<file path="config.mk">
export PLATFORM = sky130hd
export DESIGN_NAME = quiz_master_flat
export DESIGN_NICKNAME = d
export VERILOG_FILES = /design/src/rtl/quiz_pkg.sv /design/src/rtl/quiz_master_if.sv /design/src/rtl/quiz_lfsr8.sv /design/src/rtl/quiz_master.sv /design/src/flat_wrapper.sv
export SDC_FILE = /design/constraint.sdc
export NUM_CORES = 1
export LEC_CHECK = 0
export ABC_AREA = 1
export CORE_MARGIN = 2
export CORE_UTILIZATION = 58
export CTS_CLUSTER_DIAMETER = 50
export DETAILED_ROUTE_END_ITERATION = 10
export DONT_BUFFER_PORTS = 1
export GPL_TIMING_DRIVEN = 0
export PLACE_DENSITY = 0.74
export SYNTH_ARGS = -nofsm -noshare
export SYNTH_HDL_FRONTEND = slang
export SYNTH_SLANG_ARGS = --single-unit
</file>
<file path="constraint.sdc">
create_clock -name clk -period 1.9 [get_ports clk]
set_input_delay 0.475 -clock clk [delete_from_list [all_inputs] [get_ports clk]]
set_output_delay 0.475 -clock clk [all_outputs]
set_load 0.005 [all_outputs]
</file>
<file path="src/rtl/quiz_pkg.sv">
// Shared types and constants for the quiz master slice.
package quiz_pkg;

    // Round-sequencing states.
    typedef enum logic [2:0] {
        IDLE,
        ISSUE,
        WAIT,
        JUDGE,
        DONE
    } quiz_state_t;

    // Taps at bits 7,5,4,3 of the 8-bit Fibonacci LFSR.
    localparam logic [7:0] LFSR_TAPS    = 8'hB8;
    localparam logic [7:0] DEFAULT_SEED = 8'h5A;

    // One LFSR step: shift left, feedback into bit 0.
    function automatic logic [7:0] lfsr_next(input logic [7:0] v);
        return {v[6:0], ^(v & LFSR_TAPS)};
    endfunction

endpackage

</file>
<file path="src/rtl/quiz_master_if.sv">
// Board-side question/answer signals between the player inputs and the quiz master.
interface quiz_master_if;
    logic       start;
    logic       submit;
    logic [7:0] guess;
    logic [7:0] target;
    logic       correct;
    logic       wrong;
    logic [6:0] round_num;
    logic       game_over;
    logic       busy;

    // Player / stimulus side.
    modport master (
        output start, submit, guess,
        input  target, correct, wrong, round_num, game_over, busy
    );

    // Quiz master side.
    modport slave (
        input  start, submit, guess,
        output target, correct, wrong, round_num, game_over, busy
    );
endinterface

</file>
<file path="src/rtl/quiz_lfsr8.sv">
// 8-bit Fibonacci LFSR used as the question generator.
module quiz_lfsr8
    import quiz_pkg::*;
#(
    parameter logic [7:0] SEED = DEFAULT_SEED
) (
    input  logic       clk,
    input  logic       rst,
    input  logic       load_seed,
    input  logic       advance,
    output logic [7:0] value
);

    // Seed on reset or on request, otherwise step only when asked.
    always_ff @(posedge clk or negedge rst) begin
        if (!rst) begin
            value <= SEED;
        end else if (load_seed) begin
            value <= SEED;
        end else if (advance) begin
            value <= lfsr_next(value);
        end
    end

endmodule

</file>
<file path="src/rtl/quiz_master.sv">
// Quiz round sequencer: issues targets, times the player, judges guesses.
module quiz_master
    import quiz_pkg::*;
#(
    parameter int         NUM_ROUNDS     = 10,
    parameter int         TIMEOUT_CYCLES = 250_000_000,
    parameter logic [7:0] LFSR_SEED      = DEFAULT_SEED
) (
    input  logic          clk,
    input  logic          rst,
    quiz_master_if.slave  qif
);

    localparam int TW = (TIMEOUT_CYCLES > 1) ? $clog2(TIMEOUT_CYCLES) : 1;
    localparam logic [TW-1:0] TIMER_LAST = TW'(TIMEOUT_CYCLES - 1);
    localparam logic [6:0]    LAST_ROUND = 7'(NUM_ROUNDS);

    quiz_state_t   state_reg;
    logic [7:0]    lfsr_value;
    logic [7:0]    target_reg;
    logic [7:0]    guess_reg;
    logic [TW-1:0] timer_reg;
    logic [6:0]    round_reg;
    logic          timed_out_reg;
    logic          correct_reg;
    logic          wrong_reg;
    logic          game_over_reg;
    logic          busy_reg;

    // The sequence is only reseeded by reset, so consecutive games continue it.
    quiz_lfsr8 #(
        .SEED (LFSR_SEED)
    ) u_lfsr (
        .clk       (clk),
        .rst       (rst),
        .load_seed (1'b0),
        .advance   (state_reg == ISSUE),
        .value     (lfsr_value)
    );

    // Round FSM with registered pulses and status flags.
    always_ff @(posedge clk or negedge rst) begin
        if (!rst) begin
            state_reg     <= IDLE;
            target_reg    <= 8'h00;
            guess_reg     <= 8'h00;
            timer_reg     <= '0;
            round_reg     <= 7'd0;
            timed_out_reg <= 1'b0;
            correct_reg   <= 1'b0;
            wrong_reg     <= 1'b0;
            game_over_reg <= 1'b0;
            busy_reg      <= 1'b0;
        end else begin
            correct_reg <= 1'b0;
            wrong_reg   <= 1'b0;
            case (state_reg)
                IDLE: begin
                    if (qif.start) begin
                        busy_reg  <= 1'b1;
                        state_reg <= ISSUE;
                    end
                end
                ISSUE: begin
                    target_reg <= lfsr_value;
                    timer_reg  <= '0;
                    round_reg  <= round_reg + 7'd1;
                    state_reg  <= WAIT;
                end
                WAIT: begin
                    // A submit in the timeout cycle still gets judged on its merits.
                    if (qif.submit) begin
                        guess_reg     <= qif.guess;
                        timed_out_reg <= 1'b0;
                        state_reg     <= JUDGE;
                    end else if (timer_reg == TIMER_LAST) begin
                        timed_out_reg <= 1'b1;
                        state_reg     <= JUDGE;
                    end else begin
                        timer_reg <= timer_reg + TW'(1);
                    end
                end
                JUDGE: begin
                    if (!timed_out_reg && (guess_reg == target_reg)) begin
                        correct_reg <= 1'b1;
                    end else begin
                        wrong_reg <= 1'b1;
                    end
                    if (round_reg == LAST_ROUND) begin
                        game_over_reg <= 1'b1;
                        busy_reg      <= 1'b0;
                        state_reg     <= DONE;
                    end else begin
                        state_reg <= ISSUE;
                    end
                end
                DONE: begin
                    if (qif.start) begin
                        round_reg     <= 7'd0;
                        game_over_reg <= 1'b0;
                        busy_reg      <= 1'b1;
                        state_reg     <= ISSUE;
                    end
                end
                default: state_reg <= IDLE;
            endcase
        end
    end

    assign qif.target    = target_reg;
    assign qif.correct   = correct_reg;
    assign qif.wrong     = wrong_reg;
    assign qif.round_num = round_reg;
    assign qif.game_over = game_over_reg;
    assign qif.busy      = busy_reg;

endmodule

</file>
<file path="src/flat_wrapper.sv">
// flat-port wrapper written by rule: the top's interface ports become plain ports
module quiz_master_flat import quiz_pkg::*;
#(
    parameter int         NUM_ROUNDS     = 10,
    parameter int         TIMEOUT_CYCLES = 250_000_000,
    parameter logic [7:0] LFSR_SEED      = DEFAULT_SEED
)
  (clk, rst, qif_start, qif_submit, qif_guess, qif_target, qif_correct, qif_wrong, qif_round_num, qif_game_over, qif_busy);
  quiz_master_if qif_i ();
  input  logic clk;
  input  logic rst;
  input wire logic [$bits(qif_i.start)-1:0] qif_start;
  input wire logic [$bits(qif_i.submit)-1:0] qif_submit;
  input wire logic [$bits(qif_i.guess)-1:0] qif_guess;
  output wire logic [$bits(qif_i.target)-1:0] qif_target;
  output wire logic [$bits(qif_i.correct)-1:0] qif_correct;
  output wire logic [$bits(qif_i.wrong)-1:0] qif_wrong;
  output wire logic [$bits(qif_i.round_num)-1:0] qif_round_num;
  output wire logic [$bits(qif_i.game_over)-1:0] qif_game_over;
  output wire logic [$bits(qif_i.busy)-1:0] qif_busy;
  assign qif_i.start = qif_start;
  assign qif_i.submit = qif_submit;
  assign qif_i.guess = qif_guess;
  assign qif_target = qif_i.target;
  assign qif_correct = qif_i.correct;
  assign qif_wrong = qif_i.wrong;
  assign qif_round_num = qif_i.round_num;
  assign qif_game_over = qif_i.game_over;
  assign qif_busy = qif_i.busy;
  quiz_master #(.NUM_ROUNDS(NUM_ROUNDS), .TIMEOUT_CYCLES(TIMEOUT_CYCLES), .LFSR_SEED(LFSR_SEED)) u_core (.clk(clk), .rst(rst), .qif(qif_i));
endmodule
</file>
==> impl_metrics.ini, run 1 <==
[run_status]
status = complete, but fails checks
violations = negative hold slack

[floorplanning]
die_h_um = 83.71
start_util_pct = 59.04
num_io_pins = 31
core-area_um2 = 6241
fp-row-count = 29
die_w_um = 83.71
dieArea_um2 = 7007

[worst_setup_path]
path_class = register to register
start_kind = register
cp_max_fo = 10
endpoint_kind = register
arrival_ps = 2030
r2r_cells = 7
cp_data_required_time_ps = 2140

[yosys]
ys_ff_latch = 64
yosys_warnings = 0
synthXorXnorAreaFrac_pct = 2.139
synth_top_family_by_area = simple AND/OR/NAND/NOR gates
ys_types = 36
synth_edf_count = 0
synth_mux_area_share_pct = 0
yosys.area_share.simple_pct = 38.68
syn_nets = 548
synthArstFlopShare_pct = 100.0
syn_inst = 533
syn_area_um2 = 3685
synthFlopType = dfrtp_1
synth_compound_area_share_pct = 6.757
synth_adder_area_share_pct = 1.019
syn-mean-instance-area_um2 = 6.913
yosysSeqAreaShare_pct = 43.60

[routing]
vias = 3301
finalWirelength_um = 8400
antenna_left = 0
wl_per_cell_um = 13.19
drc = 0
first_pass_iters = 4
drt-initial-drc-count = 172
routed_via_density = 5.182

[sta]
tns_ps = 0
slew_headroom_pct = 57.28
timing.hold.ws_ps = -187.7
setup_viol = 0
period_needed_ps = 1798
hold_viol_final = 62
maxSlewViolCount = 0
min_period_over_period_pct = 94.63
fin_skew_ps = 9.088
worst-slew-pin-transition_ps = 640.8
timing.fmax_mhz = 556.2

[global_route]
grt_pass1_vias = 3171
grt-ovfl-total = 0
grt_max_degree = 65
antenna_found_initial = 0
grt_usage_pct = 25.38
grt_pass1_wl_um = 14330

[clock_tree]
cts_buffers = 9
cts.path.max_buffers = 2
cts_tree = yes
numClockSinks = 64
clkTransAtPathRegs_ps = 80
cts_htree_levels = 3
clk_latency_ps = 350
clockRootBuffer = clkbuf_8

[pwr]
ir_drop_uv = 1010
leakage_nw = 1.978
p_sw_mw = 1.819
internal_power_mw = 2.857
pwr-share-seq_pct = 38.0
power_density_nw_per_um2 = 1146
switching_share_pct = 38.90
pwr-share-comb_pct = 35.8
clockPowerShare_pct = 26.2
power.total_mw = 4.676

[placement]
place_inst = 610
gp_congestion = 0.8956
io_buffers = 0
hpwl_um = 5850

[job]
maxCapViolCount = 0

[cells_and_area]
largest_reg_flops = 28
layout.nets = 570
utilization_pct = 65.38
final_cells = 637
drive_above_1_share_pct = 9.643
synthToLayoutAreaGrowth_pct = 10.73
diodes = 0

[worst_hold_path]
hold_class = input port to async pin
## power groups by stage
| stage | Combinational, mW | Sequential (mW) | Clock, mW |
|---|---|---|---|
| 5_1_grt | 1.85 | 1.80 | 1.30 |
| 6_report | 1.67 | 1.78 | 1.23 |
| 3_5_place_dp | 1.47 | 1.80 | 0 |
| 3_3_place_gp | 1.44 | 1.79 | 0 |
| 2_1_floorplan | 1.11 | 1.75 | 0 |
| 4_1_cts | 1.48 | 1.78 | 1.23 |
## worst max-delay path: stages (launching register included)
cell     delay [ps]
dfrtp_1         430
nor3_4          330
inv_2           100
nor2_1          200
inv_2           130
buf_1           270
nand3_1         160
nand2_1          60
## cells by family after synthesis
group,count (synthesis)
simple gates,343
buf+inv,68
flops,64
compound gates,46
xor+xnor,9
fa+ha+maj,3
## final timing paths
check	endpoint	from	slack [ps]
hold / removal	u_core.timer_reg[20]	rst	-190
setup / recovery	u_core.timer_reg[2]	u_core.state_reg[0]	100
min in group clk	u_core.guess_reg[6]	qif_guess[6]	240
setup reg to reg	u_core.timer_reg[2]	u_core.state_reg[0]	100
max in group asynchronous	u_core.u_lfsr.value[1]	rst	1880
hold reg to reg	u_core.u_lfsr.value[3]	u_core.u_lfsr.value[3]	490
## what timing repair did
item	CTS	global route
hold endpoints to repair	64	64
setup buffers	0	11
setup endpoints to repair	0	30
gates resized for setup	0	9
## cell usage after synthesis (4+ instances only)
cell type	number	share of area, %
inv_1	51	5.2
o22ai_1	4	0.68
o21ai_0	24	3.3
nor2_1	78	7.9
nor3_1	8	1.1
clkbuf_1	7	0.71
dfstp_2	4	2.9
a21oi_1	13	1.8
nand4_1	5	0.85
nand3_1	26	3.5
nand2_1	210	21
dfrtp_1	60	41
xnor2_1	6	1.4
## through the flow
stage | setup WS, ps | area, µm²
after global placement | 80.35 | 3781
after floorplan | 290.3 | 3685
after detailed placement | 48.86 | 3781
final | 102.0 | 4080
after global routing | -22.28 | 4080
after CTS | 29.43 | 3988
## cells in the final DEF (no fill, tap or decap), types with 3 or more instances in the layout
cell,instances
o21ai_0,24
nand2_2,4
o22ai_1,4
buf_4,14
nand2_1,209
nand4_1,5
nand3_1,26
xnor2_1,6
clkbuf_2,3
clkbuf_8,11
nor3_1,8
nor2_1,77
dfrtp_1,60
xor2_1,3
inv_1,51
clkbuf_1,5
a21oi_1,13
dfstp_2,4
## per-layer routing
| metal | GRT usage, % | vias to the layer above | part of all wire [%] |
|---|---|---|---|
| met5 | 0 | - | 0 |
| met4 | 9.384 | 0 | 1.8 |
| met3 | 4.352 | 12 | 4.3 |
| met2 | 42.25 | 65 | 49 |
| met1 | 33.40 | 1518 | 45 |
| li1 | - | 1706 | - |
## layout make-up
type                            count  area, µm²
Sequential cell                    64       1607
Fill cell                         556       2161
Clock inverter                      5      55.05
Timing Repair Buffer               11      80.08
Inverter                           53      198.9
Tap cell                           77      96.34
Buffer                             15      93.84
Clock buffer                       11      151.4
Multi-Input combinational cell    401       1798
(Power assumes the default switching activity.)
==> run 2: changes to the inputs <==
--- a/config.mk
+++ b/config.mk
@@ -12,7 +12,7 @@
 export DETAILED_ROUTE_END_ITERATION = 10
 export DONT_BUFFER_PORTS = 1
 export GPL_TIMING_DRIVEN = 0
-export PLACE_DENSITY = 0.74
+export PLACE_DENSITY_LB_ADDON = 0.25
 export SYNTH_ARGS = -nofsm -noshare
 export SYNTH_HDL_FRONTEND = slang
 export SYNTH_SLANG_ARGS = --single-unit
==> impl_metrics.ini, run 2 (synthesis results as in run 1) <==
[sta]
setup_viol = 0
slew_headroom_pct = 60.74
fin_skew_ps = 7.231
hold_viol_final = 60
worst-slew-pin-transition_ps = 588.8
maxSlewViolCount = 0
period_needed_ps = 1831
timing.fmax_mhz = 546.1
timing.hold.ws_ps = -189.1
min_period_over_period_pct = 96.38

[global_route]
grt_max_degree = 65
grt-ovfl-total = 0
grt_pass1_wl_um = 14430
grt_pass1_vias = 3227
antenna_found_initial = 0
grt_usage_pct = 25.72

[clock_tree]
cts_tree = yes
numClockSinks = 64
cts.path.max_buffers = 2
clockRootBuffer = clkbuf_8
clkTransAtPathRegs_ps = 80
cts_buffers = 9
cts_htree_levels = 3
clk_latency_ps = 350

[cells_and_area]
synthToLayoutAreaGrowth_pct = 13.82
utilization_pct = 67.20
diodes = 0
final_cell_mix = nand2_1, nor2_1, dfrtp_1, inv_1, nand3_1
largest_reg_flops = 28
drive_above_1_share_pct = 10.62
final_common_cell = nand2_1
layout.nets = 575

[worst_setup_path]
arrival_ps = 2120
path_class = register to register
cp_num_buf_inv = 2
cpMaxStageDelayCell = dfrtp_1
slowest_delay_ps = 440
r2r_cells = 13
worstPathCellList = ha_4 -> nand2_4 -> nor2_4 -> nand2_2 -> nor2_4 -> nand2_2 -> nand2_2 -> nand2_4 -> nand2_8 -> buf_6 -> buf_4 -> nand2_1 -> nand2_1
critPathMostFrequentCell = nand2_2
crit_cells = 13
cpLargestDelayFamily = simple AND/OR/NAND/NOR gates
cp_data_required_time_ps = 2190
start_kind = register
endpoint_kind = register
cp_max_fo = 6

[floorplanning]
die_h_um = 83.71
start_util_pct = 59.04
core-area_um2 = 6241
die_w_um = 83.71
fp-row-count = 29
num_io_pins = 31
dieArea_um2 = 7007

[routing]
vias = 3432
drc = 0
finalWirelength_um = 8796
first_pass_iters = 6
drt-initial-drc-count = 220
antenna_left = 0
routed_via_density = 5.346
wl_per_cell_um = 13.70

[pwr]
pwr-share-comb_pct = 38.5
internal_power_mw = 3.110
leakage_nw = 2.031
ir_drop_uv = 871.4
power_density_nw_per_um2 = 1203
p_sw_mw = 1.935
pwr-share-seq_pct = 35.3
clockPowerShare_pct = 26.3
switching_share_pct = 38.36

[run_status]
status = complete, but fails checks
violations = negative hold slack

[worst_hold_path]
hold_class = input port to async pin

[placement]
io_buffers = 0
gp_congestion = 0.9217
hpwl_um = 5869

[job]
maxCapViolCount = 0
[run 2: changes by cell type in the layout (fill, tap and decap cells not counted), sizes merged]
cell | previous run | this run
inv | 53 | 54
bufinv | 1 | 2
clkinv | 2 | 1
buf | 18 | 22
[run 2: layer usage]
metal	track usage (%)	vias to the layer above	routed length (µm)	share of wire, %
met5	0	-	0	0
met4	8.358	0	217	2.5
met3	6.429	19	510	5.8
met2	44.29	100	4264	48
met1	31.73	1601	3804	43
li1	-	1712	-	-
[run 2: area by class of cell]
type | count | area (µm²)
Buffer | 15 | 100.1
Clock buffer | 10 | 127.6
Clock inverter | 6 | 92.59
Fill cell | 544 | 2047
Inverter | 53 | 198.9
Multi-Input combinational cell | 401 | 1831
Sequential cell | 64 | 1607
Tap cell | 77 | 96.34
Timing Repair Buffer | 16 | 141.4
[run 2: repair_timing]
| item | 4_1_cts | 5_1_grt |
|---|---|---|
| buffers inserted | 0 | 15 |
| endpoints found under the setup margin | 0 | 28 |
| hold endpoints to repair | 64 | 64 |
| gates resized for setup | 0 | 20 |
[run 2: final timing paths]
kind | startpoint | endpoint | slack (ps)
max in group asynchronous | rst | u_core.u_lfsr.value[4] | 1870
min in group clk | qif_submit | u_core.timed_out_reg | 230
setup reg to reg | u_core.timer_reg[0] | u_core.timer_reg[13] | 70
setup / recovery | u_core.timer_reg[0] | u_core.timer_reg[13] | 70
hold / removal | rst | u_core.timer_reg[16] | -190
hold reg to reg | u_core.u_lfsr.value[3] | u_core.u_lfsr.value[3] | 490
[run 2: metrics by stage]
stage               TNS (ps)  instance area [µm²]  setup slack (ps)  instances  total power, mW
floorplan                  0                 3685             290.3        533            2.860
global placement           0                 3781             65.36        610            3.229
detailed placement         0                 3781             21.65        610            3.277
CTS                        0                 4001             2.861        626            4.608
global route          -140.7                 4194            -49.99        642            5.348
finish                     0                 4194             68.72        642            5.045
[run 2: power groups by stage]
| stage | combinational [mW] | clock, mW | sequential, mW |
|---|---|---|---|
| 5_1_grt | 2.14 | 1.40 | 1.81 |
| 6_report | 1.94 | 1.32 | 1.78 |
| 3_3_place_gp | 1.45 | 0 | 1.78 |
| 2_1_floorplan | 1.11 | 0 | 1.75 |
| 3_5_place_dp | 1.49 | 0 | 1.79 |
| 4_1_cts | 1.50 | 1.34 | 1.77 |
==> run 3: changes to the inputs <==
--- a/config.mk
+++ b/config.mk
@@ -5,7 +5,6 @@
 export SDC_FILE = /design/constraint.sdc
 export NUM_CORES = 1
 export LEC_CHECK = 0
-export ABC_AREA = 1
 export CORE_MARGIN = 2
 export CORE_UTILIZATION = 58
 export CTS_CLUSTER_DIAMETER = 50
==> impl_metrics.ini, run 3 <==
[run_status]
status = complete, but fails checks
violations = negative hold slack, negative setup slack

[yosys]
synthFlopType = dfrtp_1
yosys_warnings = 0
yosysSeqAreaShare_pct = 50.23
syn-mean-instance-area_um2 = 9.840
ys_ff_latch = 64
synth_top_area_cell = dfrtp_1
ys_types = 49
syn_area_um2 = 3198
synth_edf_count = 0
synthArstFlopShare_pct = 100.0
yosysMostFrequentCell = nand2_1
syn_inst = 325
synth_top_area_share_pct = 46.95
synth_commonest_cells = nand2_1, dfrtp_1, nand3_1, nor2_1
syn_nets = 340
synth_area_leaders = dfrtp_1, nand2_1, dfstp_2, xor2_1, mux2i_1

[floorplanning]
dieArea_um2 = 6124
core-area_um2 = 5405
die_h_um = 78.26
num_io_pins = 31
fp-row-count = 27
die_w_um = 78.26
start_util_pct = 59.17

[sta]
worst-slew-pin-transition_ps = 493.9
maxSlewViolCount = 0
timing.hold.ws_ps = -186.4
slew_headroom_pct = 67.07
rsz0062_at_grt = yes
min_period_over_period_pct = 115.6
timing.fmax_mhz = 455.3
fin_ws_ps = -296.4
period_needed_ps = 2196
tns_ps = -3083
setup_viol = 17
hold_viol_final = 60
fin_skew_ps = 14.38

[worst_hold_path]
hold_class = input port to async pin

[cells_and_area]
final_common_cell = nand2_1
largest_reg_flops = 28
stdcell_area_um2 = 3876
nFillCells = 402
drive_above_1_share_pct = 26.72
regArea_um2 = 1618
layout.nets = 373
synthToLayoutAreaGrowth_pct = 21.21
diodes = 0
final_cell_mix = nand2_1, dfrtp_1, buf_4, nand3_1, nor2_1
multi_input_area_um2 = 1653

[global_route]
grt_usage_pct = 27.15
grt_max_degree = 65
grt_pass1_wl_um = 12740
grt-ovfl-total = 0
antenna_found_initial = 0
grt_pass1_vias = 2641

[worst_setup_path]
arrival_ps = 2430
cp_num_buf_inv = 1
cp_max_fo = 5
endpoint_kind = register
path_class = register to register
cpMaxStageDelayCell = or4b_4
cpLargestDelayFamily = simple AND/OR/NAND/NOR gates
start_kind = register
slowest_delay_ps = 550
worstPathCellList = or4b_4 -> or3_4 -> o31ai_4 -> buf_6 -> o31ai_1 -> a21o_1
cp_data_required_time_ps = 2130

[pwr]
leakage_nw = 1.791
power_density_nw_per_um2 = 1269
power.total_mw = 4.920
ir_drop_uv = 923.2

[routing]
routed_via_density = 6.230
drc = 0
drt-initial-drc-count = 321
wl_per_cell_um = 18.22
finalWirelength_um = 7924
vias = 2710
antenna_left = 0
first_pass_iters = 5

[placement]
io_buffers = 0
post_dp_cell_area_um2 = 3344
hpwl_um = 4649
gp_congestion = 0.8572

[clock_tree]
clkTransAtPathRegs_ps = 80
cts_tree = yes
numClockSinks = 64
clockRootBuffer = clkbuf_8
cts.path.max_buffers = 2
cts_buffers = 9
clk_latency_ps = 350
cts_htree_levels = 3

[job]
maxCapViolCount = 0
run 3: layout make-up:
cell class	count	area share, %
clock inverter	5	2.034
tap	72	2.324
timing repair buffer	29	5.810
sequential	64	41.74
buffer	9	1.259
inverter	3	0.2905
clock buffer	11	3.906
multi-input combinational	242	42.64
run 3: per-layer routing:
metal  part of all wire [%]  up-vias  track usage [%]
met5                      0        -                0
met4                    2.7        0            12.63
met3                    5.8       25            5.862
met2                     50      122            44.48
met1                     41     1338            34.62
li1                       -     1225                -
run 3: power breakdown:
group / switching (mW) / internal (mW) / leakage (nW) / total, mW
combinational: 0.799 / 0.665 / 0.864 / 1.46
sequential: 0.370 / 1.73 / 0.808 / 2.10
clock: 0.547 / 0.808 / 0.119 / 1.36
run 3: path summary, 6_finish.rpt:
path,startpoint,end,slack [ps],cells after the start
max,u_core.timer_reg[8],u_core.timer_reg[3],-300,6
max reg2reg,u_core.timer_reg[8],u_core.timer_reg[3],-300,6
max in group asynchronous,rst,u_core.u_lfsr.value[6],1850,0
min,rst,u_core.timer_reg[25],-190,0
min in group clk,qif_start,u_core.state_reg[2],230,1
min reg2reg,u_core.u_lfsr.value[6],u_core.u_lfsr.value[6],460,2
run 3: what timing repair did:
item	in CTS	in global routing
endpoints found under the setup margin	30	33
resized for setup	23	18
endpoints found under the hold margin	64	64
buffers inserted	19	10
pin swaps	7	7
run 3: metrics by stage:
step	worst slack (ps)	utilization, %	instances
2_1_floorplan	-188.4	-	325
4_1_cts	-292.8	70.53	429
3_3_place_gp	-401.5	61.88	397
3_5_place_dp	-415.8	61.88	397
6_report	-296.4	71.71	435
5_1_grt	-314.1	71.71	435
run 3: logic make-up after synthesis:
family	count (synthesis)	synth area share, %
AND/OR/NAND/NOR	165	26.33
flip-flops	64	50.23
AO/OA/AOI/OAI	39	8.646
buffers and inverters	19	2.934
multiplexers	19	6.299
XOR/XNOR	16	4.382
adder cells (fa/ha/maj)	3	1.174
